<file path="src/rtl/alu_pkg.sv">
// alu_pkg: shared divider state encoding, counter width and width-generic constant patterns
package alu_pkg;
  typedef enum logic [1:0] {IDLE, CALC, FIX, DONE} div_state_e;
  localparam int DIV_XLEN = 64;
  localparam int DIV_CNT_W = $clog2(DIV_XLEN);
  function automatic logic [DIV_XLEN-1:0] all_ones(input int xlen);
    return {DIV_XLEN{1'b1}} >> (DIV_XLEN - xlen);
  endfunction
  function automatic logic [DIV_XLEN-1:0] most_neg(input int xlen);
    return {{(DIV_XLEN-1){1'b0}}, 1'b1} << (xlen - 1);
  endfunction
endpackage

</file>
<file path="src/rtl/div_addsub_step.sv">
// div_addsub_step: one non-restoring step, adds b when neg is set, otherwise subtracts it
module div_addsub_step #(
  parameter int W = 65
) (
  input  logic [W-1:0] a,
  input  logic [W-1:0] b,
  input  logic         neg,
  output logic [W-1:0] y
);
  // Subtract as invert-plus-carry-in so a single carry-lookahead adder serves both directions
  assign y = a + (b ^ {W{~neg}}) + {{(W-1){1'b0}}, ~neg};
endmodule

</file>
<file path="src/rtl/div_iter_unit.sv">
// div_iter_unit: radix-2 non-restoring divider for DIV/DIVU/REM/REMU, one quotient bit per cycle
module div_iter_unit
  import alu_pkg::*;
#(
  parameter int XLEN = 64
) (
  input  logic            clk,
  input  logic            rst,
  input  logic            flush,
  input  logic            in_valid,
  output logic            in_ready,
  input  logic [XLEN-1:0] dividend,
  input  logic [XLEN-1:0] divisor,
  input  logic            is_signed,
  output logic            out_valid,
  input  logic            out_ready,
  output logic [XLEN-1:0] quotient,
  output logic [XLEN-1:0] remainder
);
  localparam logic [XLEN-1:0] ONES = XLEN'(all_ones(XLEN));
  localparam logic [XLEN-1:0] MOST_NEG = XLEN'(most_neg(XLEN));
  div_state_e state, state_nx;
  logic [XLEN:0] rem, step_a, step_y;
  logic [XLEN-1:0] quo, dvs, mag_a, mag_b, fix_rem;
  logic [DIV_CNT_W-1:0] cnt;
  logic sign_q, sign_r, neg_a, neg_b, div_zero, ovf;
  assign in_ready = state == IDLE;
  assign out_valid = state == DONE;
  assign quotient = quo;
  assign remainder = rem[XLEN-1:0];
  assign neg_a = is_signed && dividend[XLEN-1];
  assign neg_b = is_signed && divisor[XLEN-1];
  assign mag_a = neg_a ? -dividend : dividend;
  assign mag_b = neg_b ? -divisor : divisor;
  assign div_zero = divisor == '0;
  assign ovf = is_signed && dividend == MOST_NEG && divisor == ONES;
  // The quotient register doubles as the dividend shifter feeding the partial remainder
  assign step_a = state == CALC ? {rem[XLEN-1:0], quo[XLEN-1]} : rem;
  div_addsub_step #(.W(XLEN + 1)) u_step (
    .a  (step_a),
    .b  ({1'b0, dvs}),
    .neg(rem[XLEN]),
    .y  (step_y)
  );
  assign fix_rem = rem[XLEN] ? step_y[XLEN-1:0] : rem[XLEN-1:0];
  always_comb begin
    state_nx = state;
    state_nx = flush ? IDLE :
               state == IDLE ? (in_valid ? ((div_zero || ovf) ? DONE : CALC) : IDLE) :
               state == CALC ? (cnt == '0 ? FIX : CALC) :
               state == FIX  ? DONE :
               (out_ready ? IDLE : DONE);
  end
  always_ff @(posedge clk) begin
    if (rst || flush) begin
      state <= IDLE;
      rem <= '0;
      quo <= '0;
      dvs <= '0;
      cnt <= '0;
      sign_q <= 1'b0;
      sign_r <= 1'b0;
    end else begin
      state <= state_nx;
      if (state == IDLE && in_valid) begin
        dvs <= mag_b;
        sign_q <= neg_a ^ neg_b;
        sign_r <= neg_a;
        cnt <= DIV_CNT_W'(XLEN - 1);
        quo <= div_zero ? ONES : ovf ? dividend : mag_a;
        rem <= div_zero ? {1'b0, dividend} : '0;
      end else if (state == CALC) begin
        rem <= step_y;
        quo <= {quo[XLEN-2:0], ~step_y[XLEN]};
        cnt <= cnt - DIV_CNT_W'(1);
      end else if (state == FIX) begin
        rem <= {1'b0, sign_r ? -fix_rem : fix_rem};
        quo <= sign_q ? -quo : quo;
      end
    end
  end
endmodule

</file>
<file path="config.mk">
export PLATFORM = sky130hd
export DESIGN_NAME = div_iter_unit
export DESIGN_NICKNAME = d
export VERILOG_FILES = /design/src/rtl/alu_pkg.sv /design/src/rtl/div_addsub_step.sv /design/src/rtl/div_iter_unit.sv
export SDC_FILE = /design/constraint.sdc
export NUM_CORES = 1
export LEC_CHECK = 0
export ABC_CLOCK_PERIOD_IN_PS = 7600
export BUFFER_PORTS_ARGS = -buffer_cell sky130_fd_sc_hd__buf_4
export CAP_MARGIN = 20
export CORE_MARGIN = 2
export CORE_UTILIZATION = 60
export CTS_BUF_LIST = sky130_fd_sc_hd__clkbuf_8
export DETAILED_ROUTE_END_ITERATION = 16
export PLACE_DENSITY_LB_ADDON = 0.1
export SLEW_MARGIN = 20
export SYNTH_ARGS = -nofsm -noshare
export SYNTH_HDL_FRONTEND = slang
export SYNTH_HIERARCHICAL = 1
export SYNTH_SLANG_ARGS = --single-unit
</file>
<file path="constraint.sdc">
create_clock -name clk -period 7.6 [get_ports clk]
set_input_delay 0.38 -clock clk [delete_from_list [all_inputs] [get_ports clk]]
set_output_delay 0.38 -clock clk [all_outputs]
set_load 0.03 [all_outputs]
</file>
* Word level (Yosys, flattened, before mapping)
Cells that the tools add are included. Widths: inputs -> output; s select.
Storage, ports and cells: register bits 203, bits in latches 0, bits in writable memories 0, bits in read-only memories 0, bits of input ports 134, memories 0
Cells by class: add/sub/neg operators 7, multipliers 0, div/mod/pow operators 0, order comparisons 0, equal/unequal tests 5, shift-type cells 0, muxes and demuxes 24, bitwise operators 4, reduce and logical (&&, ||, !) cells 15
Operator list (number):
- $mux 64 | 11
- $mux 65 | 4
- $neg 64->64 | 4
- $eq 64x64->1 const B | 2
- $add 65x1->65 | 1
- $add 65x65->65 | 1
- $xor 64x65->65 | 1
- $logic_not 64->1 | 1
- $mux 2 | 7
- $mux 6 | 2
- $logic_not 6->1 | 1
- $reduce_bool 3->1 | 2
- $sub 6x1->6 const B | 1
- $logic_and 1x1->1 | 5
- $eq 2x2->1 const B | 2
- $eq 2x1->1 const B | 1
- $logic_not 2->1 | 1
- $logic_or 1x1->1 | 2
- $not 1->1 | 2
- $reduce_and 2->1 | 1
- $reduce_bool 2->1 | 1
- $reduce_or 2->1 | 1
- $xor 1x1->1 | 1

* Logic depth before layout (Yosys ltp)
depth in word-level cells 10, depth in mapped cells 27, mapped depth without buffers 24

* Hierarchy
Netlist, hierarchy kept.
Modules (own cells, without submodules):
- div_iter_unit | times used 1, cells each 2443, area an instance 17767.0 µm², sequential area each 4063.9 µm²
- div_addsub_step | times used 1, cells each 642, area an instance 4579.4 µm², sequential area each 0.0 µm²

* Least setup slack after synthesis
No wires, ideal clock.
kind flip-flop to flip-flop, start point reg state[1], end point reg rem[55], setup time 0.127 ns, data arrival time 5.937 ns, required time 7.473 ns, path slack 1.536 ns, cell stages (with the launch flop) 26, buffers on the path 3, clock period less this slack 6.064 ns, path through dfxtp_1 > inv_1 > ha_1 > clkbuf_1 > clkbuf_1 > buf_1 > mux2_2 > nand2b_1 > nand2_1 > fa_1 > and2b_1 > o21ai_1 > o211ai_2 > a31oi_2 > o21ai_4 > a311o_4 > a31oi_4 > nor3_1 > o31a_1 > nor4b_1 > o22ai_1 > or3_1 > or3_1 > or3_1 > o2111ai_1 > or3b_1
Between the ends: cells in the longest elaborated chain, start to end 10, elaborated cells on any way between the ends 14, those cells by class add/sub: 3; eq/ne: 2; mux: 6; reduce/logical: 3
Ends and longest elaborated chain:
- start, declared | line div_iter_unit.sv:22 | div_state_e state, state_nx;
- start signal, assigned | line div_iter_unit.sv:64 | state <= state_nx;
- $eq 2x1->1 | line div_iter_unit.sv:38 | assign step_a = state == CALC ? {rem[XLEN-1:0], quo[XLEN-1]} : rem;
- $mux 65 | line div_iter_unit.sv:38
- named net step_a[0] | line div_iter_unit.sv:23 | logic [XLEN:0] rem, step_a, step_y;
- $add 65x65->65 | line div_addsub_step.sv:11 | assign y = a + (b ^ {W{~neg}}) + {{(W-1){1'b0}}, ~neg};
- $add 65x1->65 | line div_addsub_step.sv:11
- named net step_y[40] | line div_iter_unit.sv:23
- $mux 64 | line div_iter_unit.sv:45 | assign fix_rem = rem[XLEN] ? step_y[XLEN-1:0] : rem[XLEN-1:0];
- $neg 64->64 | line div_iter_unit.sv:77 | rem <= {1'b0, sign_r ? -fix_rem : fix_rem};
- $mux 64 | line div_iter_unit.sv:77
- $mux 65 | line div_iter_unit.sv:76 | end else if (state == FIX) begin
- $mux 65 | line div_iter_unit.sv:72 | end else if (state == CALC) begin
- $mux 65 | line div_iter_unit.sv:65 | if (state == IDLE && in_valid) begin
- end signal, assigned | line div_iter_unit.sv:71 | rem <= div_zero ? {1'b0, dividend} : '0;
- end signal, assigned | line div_iter_unit.sv:73 | rem <= step_y;
- end signal, assigned | line div_iter_unit.sv:77
- end, declared | line div_iter_unit.sv:23
The timed path passes the listed nets, and every way through them passes these cells. The select of a mux whose other input is x is not followed. A chain may end at the register's enable or synchronous reset.

* Worst setup path after layout
start point reg state[0], end point reg rem[48]
Same word-level chain as after synthesis.

==> run metrics <==
status completed; Clock Sinks 203; Worst EP arrival around 7 ns; ANT nets after route 0; CTS clk-pin slew, worst paths 0.07 ns; vias per std cell 6.992; Slew @ Worst Pin 1.231 ns; DP Wirelength 63.34 mm; largest net degree at the start of global routing 123; crit path kind reg -> reg; ranking of synthesized cells by area dfxtp_1 (18%), xnor2_1 (6.8%), a21oi_1 (6.4%); CTS resizes 0; synthesized instance count 3,085; Final Hold Viols 0; VDD IR-drop max 0.07398 mV; GR Overflow Total 0; IO Pins 264; area grow syn2layout 10.96%; Sequential Power Share 27.3%; drt drc 0; setup tns final 0 ns; Buf+Inv Stages, Crit Path 1; Worst-Skew Late Latency around 0.60 ns; Fmax achieved around 0.15 GHz; Comb pwr share 45.5%; Via Count 25,583; Die Ht ~200 um; commonest non-fill, non-tap cells in the layout buf_4 (301), nand2_1 (288), a21oi_1 (284); clock share of power 27.2%; Slew Limit Fails 0; reg2reg start state[0]; post-synth net total 3,294; Critical Path Sink rem[48]; CP startpoint kind flip-flop; Internal 2.491 mW; RSZ-0062 raised after global routing false; Pwr Density between 150 and 200 nW/um^2; EDFF count, synth 0; Die Area 38,800 um^2; Switch Pwr roughly 2.0 mW; total stage count of the critical path 23; Pleak 9.539 nW; Setup Skew ~0.035 ns; vias in the first global route 23,708; Sw Share 44.12%; TritonCTS clock tree done; final setup fails 0; final period utilization 88.08%; Port Buf Inserts 263; DR WL/cell roughly 24 um; Synth cell types 106; synthesized area per cell 7.244 um^2; Post-CTS Setup Bufs 0; total power after layout 4.458 mW; CTS hold repair buffers 0; Yosys top cell by area dfxtp_1; Die Width 197.0 um; data required time of the worst path 8.06 ns; largest delay contributor family on the critical path compound AO/OA/AOI/OAI gates; number of core rows 70; YS warnings 6; Hold Crit Class in -> reg; CTS Buf Count 39; Initial Utilization 61.04%; All-Layer GR Usage between 40 and 50%; first-iteration detailed-routing DRC count 3,406; RePlAce Congestion between 1 and 1.5; crit path launch state[0]; first-pass GRT wire length about 130 mm; share of layout cells above drive strength 1 16.17%; crit-path max FO 75; Crit-path slowest cell ha_4; CP Capture Type flip-flop; Top FF cell, synth dfxtp_1; core box area 36,610 um^2; Final Critical Period 6.694 ns; commonest non-fill, non-tap cell in the layout buf_4; CP max stage delay 0.78 ns; clock buffer depth 3; post-synthesis cell area roughly 22,000 um^2; ys async rst share 0%; Total Wirelength roughly 86 mm; r2r setup slk 0.91 ns; max-cap viol count 0; Rel. slew slack 17.16%; htree depth 2; CTS root buf clkbuf_8; crit path cell chain ha_4 > buf_4 > nand2_1 > o21ai_0 > ha_1 > a21oi_2 > and3_1 > o211ai_2 > a31oi_2 > o21ai_4 > a311o_4 > nand3_1 > nand2_1 > a31oi_1 > xnor2_1 > mux2i_1 > o2111ai_1 > nor4_1 > nand3_1 > or4_1 > a221o_1 > a21oi_1 > o21ai_1; sequential element share of the synthesized area between 10% and 20%; ant diodes 0; Pre-Repair DR Iteration Count 6; synthesized flop and latch total 203; worst r2r dst rem[48]; Yosys top cell area share 18.19%; final net count 3,372; R2R cell count 23; initial antenna violation count 2
## layer usage
metal / track usage (%) / vias up / routed length, um
met5: 0 / - / 37
met2: 65.25 / 1919 / 36570
met4: 22.56 / 6 / 4450
li1: - / 11610 / -
met1: 56.62 / 11701 / 33960
met3: 10.73 / 347 / 11480
## Yosys cell counts (all sizes together), types with 15 or more instances
library cell / n
nor2b: 26
a21o: 44
o31ai: 41
o21a: 20
ha: 74
xnor2: 174
o211ai: 35
and2: 15
or4: 30
nand2: 290
o21ai: 269
inv: 51
buf: 124
o41ai: 18
a211oi: 50
nor3: 102
a221oi: 24
mux2: 74
dfxtp: 203
nand3: 49
or3: 42
clkbuf: 141
a22oi: 20
a31oi: 64
nor2: 249
o2111ai: 15
nor4: 53
a21oi: 289
mux2i: 54
nand2b: 40
nand4: 52
nor3b: 16
o221ai: 32
xor2: 100
o22ai: 17
## layout make-up
type	count	area, um^2
Fill cell	3281	11820
Tap cell	468	585.6
Timing Repair Buffer	302	2280
Multi-Input combinational cell	2566	16830
Clock buffer	50	688.2
Inverter	51	191.4
Sequential cell	203	4069
Clock inverter	19	150.1
## registers in the layout, indices dropped and copies added, names as in the netlist
name and cells:
dvs 64, state 2, sign_r 1, sign_q 1, rem 65, quotient 64
cnt 6
## how the worst min path moves through the flow
stage	slack [ns]	end	cells after the start	start
after floorplan	0.44	sign_q	2	sign_q
after global placement	0.46	dvs[23]	2	dvs[23]
after detailed placement	0.46	dvs[55]	2	dvs[55]
after CTS	0.05	rem[34]	3	dividend[34]
after global routing	0.06	rem[34]	3	dividend[34]
final	0.06	rem[34]	3	dividend[34]
## power groups by stage
stage,Clock (mW),Combinational (mW),Sequential (mW)
detailed placement,0,1.94,1.23
global placement,0,1.90,1.23
finish,1.21,2.03,1.22
floorplan,0,1.34,1.24
global route,1.26,2.15,1.22
CTS,1.21,1.94,1.21
## worst reg2reg max path, stage by stage (launching register included)
cell       delay, ns
dfxtp_1         0.42
ha_4            0.79
buf_4           0.50
nand2_1         0.08
o21ai_0         0.17
ha_1            0.39
a21oi_2         0.19
and3_1          0.19
o211ai_2        0.10
a31oi_2         0.24
o21ai_4         0.11
a311o_4         0.38
nand3_1         0.10
nand2_1         0.09
a31oi_1         0.22
xnor2_1         0.18
mux2i_1         0.32
o2111ai_1       0.24
nor4_1          0.55
nand3_1         0.20
or4_1           0.57
a221o_1         0.31
a21oi_1         0.13
o21ai_1         0.08
## metrics by stage
stage	util [%]	instances	hold WS, ns	setup slack (ns)	cell area, um^2
floorplan	-	3085	0.4418	1.536	22350
detailed placement	65.42	3590	0.4636	1.128	23950
finish	67.73	3659	0.06044	0.9060	24800
global route	67.73	3659	0.06456	0.5760	24800
global placement	65.42	3590	0.4566	1.296	23950
CTS	67.71	3659	0.05127	1.097	24790
## cell families (layout without fill, tap and decap cells)
group / after synthesis / count (layout) / synth area share, %
compound gates: 1055 / 1055 / 30.66
simple gates: 1033 / 1033 / 23.24
buf+inv: 316 / 422 / 6.775
xor+xnor: 274 / 274 / 10.74
flops: 203 / 203 / 18.19
mux: 128 / 128 / 6.148
fa+ha+maj: 75 / 75 / 4.233
other cells: 1 / 1 / 0.01678
(Power assumes the default switching activity.)
